### src/rtl/xgriscv_runctl_pkg.sv
// Shared definitions for the xgriscv run controller: state encodings and defaults.
// Benches import this to decode state_o.
package xgriscv_runctl_pkg;

    typedef enum logic [1:0] {
        RC_IDLE   = 2'd0,
        RC_RUN    = 2'd1,
        RC_STEP   = 2'd2,
        RC_HALTED = 2'd3
    } rc_state_e;

    localparam logic [31:0] RC_DEFAULT_HALT_PC = 32'h00000CCC;
    localparam logic [31:0] RC_DEFAULT_TIMEOUT = 32'd100000;

    // States in which the watchdog and cycle counter advance.
    function automatic logic rc_active(rc_state_e s);
        return (s == RC_RUN) || (s == RC_STEP);
    endfunction

endpackage

### src/rtl/sat_counter.sv
// Saturating up-counter with synchronous clear and asynchronous active-high reset.
module sat_counter #(
    parameter int unsigned WIDTH = 32
) (
    input  logic             clk,
    input  logic             rstn,
    input  logic             clr,
    input  logic             inc,
    output logic [WIDTH-1:0] q
);

    always_ff @(posedge clk or posedge rstn) begin
        if (rstn) begin
            q <= '0;
        end else if (clr) begin
            q <= '0;
        end else if (inc && (q != '1)) begin
            q <= q + WIDTH'(1);
        end
    end

endmodule

### src/rtl/xgriscv_runctl.sv
// Run controller for xgriscv_sc: gates the core clock-enable through idle/run/step/halted
// and stops it on the halt PC or when the cycle watchdog expires.
module xgriscv_runctl
    import xgriscv_runctl_pkg::*;
#(
    parameter logic [31:0] HALT_PC = RC_DEFAULT_HALT_PC,
    parameter logic [31:0] TIMEOUT = RC_DEFAULT_TIMEOUT
) (
    input  logic        clk,
    input  logic        rstn,
    input  logic        run_i,
    input  logic        step_i,
    input  logic        pause_i,
    input  logic        clr_i,
    input  logic [31:0] pc_i,
    output logic        cpu_en_o,
    output logic [1:0]  state_o,
    output logic [31:0] cycle_cnt_o,
    output logic [31:0] instr_cnt_o,
    output logic        done_o,
    output logic        timeout_o
);

    rc_state_e state_q;
    logic      done_q;
    logic      timeout_q;
    logic      active;
    logic      at_halt;
    logic      wdog_hit;
    logic      cnt_clr;

    assign active   = rc_active(state_q);
    assign at_halt  = (pc_i == HALT_PC);
    // The halt-PC instruction itself must never execute, hence the combinational gate.
    assign cpu_en_o = active && !at_halt;

    // Widened compare so TIMEOUT = 32'hFFFFFFFF cannot wrap the +1.
    assign wdog_hit = (({1'b0, cycle_cnt_o} + 33'd1) == {1'b0, TIMEOUT});
    assign cnt_clr  = clr_i && ((state_q == RC_IDLE) || (state_q == RC_HALTED));

    assign state_o   = state_q;
    assign done_o    = done_q;
    assign timeout_o = timeout_q;

    sat_counter #(
        .WIDTH(32)
    ) u_cycle_cnt (
        .clk (clk),
        .rstn(rstn),
        .clr (cnt_clr),
        .inc (active),
        .q   (cycle_cnt_o)
    );

    sat_counter #(
        .WIDTH(32)
    ) u_instr_cnt (
        .clk (clk),
        .rstn(rstn),
        .clr (cnt_clr),
        .inc (cpu_en_o),
        .q   (instr_cnt_o)
    );

    always_ff @(posedge clk or posedge rstn) begin
        if (rstn) begin
            state_q   <= RC_IDLE;
            done_q    <= 1'b0;
            timeout_q <= 1'b0;
        end else begin
            unique case (state_q)
                RC_IDLE: begin
                    if (run_i) begin
                        state_q <= RC_RUN;
                    end else if (step_i) begin
                        state_q <= RC_STEP;
                    end
                end
                RC_RUN, RC_STEP: begin
                    // Halt PC outranks the watchdog so only done_o is raised on a tie.
                    if (at_halt) begin
                        state_q <= RC_HALTED;
                        done_q  <= 1'b1;
                    end else if (wdog_hit) begin
                        state_q   <= RC_HALTED;
                        timeout_q <= 1'b1;
                    end else if ((state_q == RC_STEP) || pause_i) begin
                        state_q <= RC_IDLE;
                    end
                end
                RC_HALTED: begin
                    if (clr_i) begin
                        state_q   <= RC_IDLE;
                        done_q    <= 1'b0;
                        timeout_q <= 1'b0;
                    end
                end
            endcase
        end
    end

endmodule

### config.mk
export PLATFORM = sky130hd
export DESIGN_NAME = xgriscv_runctl
export DESIGN_NICKNAME = d
export VERILOG_FILES = /design/src/rtl/xgriscv_runctl_pkg.sv /design/src/rtl/sat_counter.sv /design/src/rtl/xgriscv_runctl.sv
export SDC_FILE = /design/constraint.sdc
export NUM_CORES = 1
export LEC_CHECK = 0
export BUFFER_PORTS_ARGS = -buffer_cell sky130_fd_sc_hd__buf_2
export CAP_MARGIN = 40
export CORE_ASPECT_RATIO = 1.4
export CORE_MARGIN = 8
export CORE_UTILIZATION = 50
export CTS_BUF_LIST = sky130_fd_sc_hd__clkbuf_4 sky130_fd_sc_hd__clkbuf_8
export DETAILED_ROUTE_END_ITERATION = 12
export PLACE_DENSITY = 0.73
export SYNTH_ARGS = -nofsm -noshare
export SYNTH_HDL_FRONTEND = slang
export SYNTH_SLANG_ARGS = --single-unit
### constraint.sdc
create_clock -name clk -period 5.66 [get_ports clk]
set_input_delay 1.415 -clock clk [delete_from_list [all_inputs] [get_ports clk]]
set_output_delay 1.415 -clock clk [all_outputs]
set_load 0.05 [all_outputs]
==> metrics.md <==
| Metric | Value |
|---|---|
| Share of the synthesized area in the top cell type | `38.6%` |
| Post-CTS Hold Fix Bufs | `0` |
| Crit path launch type | `input pin` |
| Synth Flop Type | `dfrtp_1` |
| Worst EP arrival | `2.60 ns` |
| Ant diodes | `0` |
| Die width | `95.4 um` |
| Largest net degree at the start of global routing | `47` |
| PwrDens | `330 nW/um^2` |
| CP max-delay cell | `o21ai_0` |
| Max-slew headroom | `38.7%` |
| CTS root buffer | `clkbuf_8` |
| Netlist cell types | `56` |
| Sequential-to-total area share from yosys stat | `38.6%` |
| Synth async-reset ratio | `100%` |
| #FFs+latches synth | `68` |
| Residual DRC count | `0` |
| Gr ovfl total | `0` |
| Area Overhead vs Synth | `18.6%` |
| R2R Setup Slk | `1.84 ns` |
| HP Class | `register to register` |
| WHS | `0.524 ns` |
| CTS Buffer Depth | `2` |
| Worst Skew | `0.0112 ns` |
| Final WL | `13.1 mm` |
| Worst r2r dst | `state_o[1]` |
| Clock Sinks | `68` |
| Worst r2r path cells | `9` |
| Placed Instances | `700` |
| Netlist Area Pre-Place | `4410 um^2` |
| CP Cell Sequence | `buf_2, nor4_1, nand4_1, o21ai_0, inv_1, buf_2` |
| DR WL met2 | `6.86 mm` |
| Hpwl dp | `9.74 mm` |
| Met3 WL | `815 um` |
| Area contributors post-synth | `dfrtp_1, xor2_1, nor2_1` |
| Clk slew on worst S/H paths | `0.07 ns` |
| Worst Hold End | `timeout_o` |
| IO buf count | `106` |
| Crit Path Class | `input pin to output pin` |
| Fraction of layout cells with a size suffix above 1 | `23.1%` |
| RSZ-0062 raised after global routing | `false` |
| # Post-CTS Setup Buffers | `0` |
| Post-synth top area cell | `dfrtp_1` |
| TritonCTS buffer count | `9` |
| Vias in the first global route | `4,448` |
| Peak supply drop | `0.256 mV` |
| # resized after CTS | `0` |
| Routability cong. | `0.903` |
| Io pins | `107` |
| H-tree lvl count | `3` |
| Drt pass-1 iters | `6` |
| Power consumption | `1.73 mW` |
| Slew Limit Fails | `0` |
| CP top delay family | `simple AND/OR/NAND/NOR gates` |
| Wire per inst | `18.2 um` |
| DR vias/cell | `6.16` |
| Leak | `2.39 nW` |
| Top layer used by detailed routing | `met4` |
| Later-pin clock latency in the skew report | `0.36 ns` |
| CP peak stage delay | `0.30 ns` |
| Min-delay src | `timeout_o` |
| CTS tree | `done` |
| Final setup fails | `0` |
| FP Rows | `40` |
| Via count | `4,409` |
| # Max-Cap Violations | `0` |
| Layout Cells excl Fill | `716` |
| Starting DRT DRC Count | `251` |
| Initial antenna violation count | `0` |
| Die Ht | `127 um` |
| Syn_area_per_cell | `8.54 um^2` |
| Fin. Hold Viols | `0` |
| CP max FO | `2` |
| Final TNS setup | `0 ns` |
| Status | `complete, no violations` |
| Worst Hold Depth | `2` |
| Most used cell, CP | `buf_2` |
| Final Critical Period | `4.01 ns` |
| Syn Nets | `561` |
| Worst Path Buf+Inv | `3` |
| Final worst-path cycle share | `70.9%` |
| Tightest Pin Transition | `0.916 ns` |
| YS warnings | `0` |
| Post-DRT Antenna Nets | `0` |
| Core area | `8610 um^2` |
| First-pass GRT wire length | `21.4 mm` |
| Syn Inst Count | `517` |
| Die area | `12,100 um^2` |
| GR Util All Layers | `22.0%` |
| Final #Nets | `650` |
| Setup crit end kind | `output pin` |
| Util after Layout | `60.8%` |
| Met1 wire length | `5.01 mm` |
| Initial Util | `51.3%` |
| WP data required | `4.24 ns` |
| R2r startpoint | `u_cycle_cnt.q[0]` |
| Achievable Freq | `0.249 GHz` |
| Post-synth EDFFs | `0` |
==> how the worst max path moves through the flow <==
stage	cells after the start	start	endpoint
global route	6	pc_i[25]	cpu_en_o
finish	6	pc_i[16]	cpu_en_o
detailed placement	6	pc_i[16]	cpu_en_o
floorplan	4	pc_i[13]	cpu_en_o
global placement	6	pc_i[13]	cpu_en_o
CTS	6	pc_i[16]	cpu_en_o
==> synth_stat cells, types with 6 or more instances <==
library cell,instances
xor2_1,28
nand3_1,29
inv_1,12
dfrtp_1,68
and4_1,11
a211oi_1,6
o31ai_1,11
and3_1,14
clkbuf_1,27
nor4_1,11
a31oi_1,6
o21ai_0,37
nand4_1,25
nor3_1,11
a21oi_1,19
xnor2_1,10
nor2_1,62
ha_1,6
nand2_1,47
and2_1,6
==> cells in the final DEF, fill, tap and decap left out, types with 13 or more instances in the layout <==
cell type / Yosys / layout
buf_2: 5 / 106
dfrtp_1: 68 / 68
nor2_1: 62 / 61
nand2_1: 47 / 47
o21ai_0: 37 / 37
nand3_1: 29 / 29
xor2_1: 28 / 28
nand4_1: 25 / 25
a21oi_1: 19 / 19
and3_1: 14 / 14
clkbuf_8: 0 / 13
==> state kept, by name, summed over array words and instances (netlist names) <==
name / count
done_o: 1
timeout_o: 1
u_cycle_cnt.q: 32
state_o: 2
u_instr_cnt.q: 32
==> cell type report <==
class,instances,area (um^2)
multi-input cells,403,2540
repair buffers,112,598
flip-flops and latches,68,1700
well taps,105,131
fillers,779,3370
clock inverters,3,42.5
clock buffers,13,179
inverters,12,45.0
==> metal layers <==
metal  vias up  GRT usage [%]
li1       2073              -
met3        34           5.69
met5         -              0
met1      2165           24.0
met4         0           11.4
met2       137           37.8
==> through the flow <==
stage / instance area (um^2) / setup WS [ns]
after floorplan: 4410 / 1.98
after global placement: 4970 / 1.67
after detailed placement: 5010 / 1.64
after CTS: 5240 / 1.63
after global routing: 5240 / 1.52
final: 5240 / 1.65
==> power by group <==
group	switching [mW]	total [mW]	internal, mW
sequential	0.0543	0.572	0.517
combinational	0.518	0.716	0.198
clock	0.188	0.438	0.251
==> logic make-up (layout without fill, tap and decap cells) <==
logic type      after synthesis  in the layout  synth area share (%)
flops                        68             68                  38.6
simple gates                247            247                  29.9
mux                           4              4                 0.907
fa+ha+maj                     6              6                  1.70
xor+xnor                     38             38                  7.54
buf+inv                      46            140                  4.31
compound gates              108            108                  17.0
==> tightest hold or removal path: stages (launching register included) <==
cell     delay, ns
dfrtp_1       0.37
nand2_1       0.06
nand3_1       0.06
Power figures use the tool's default switching activity.
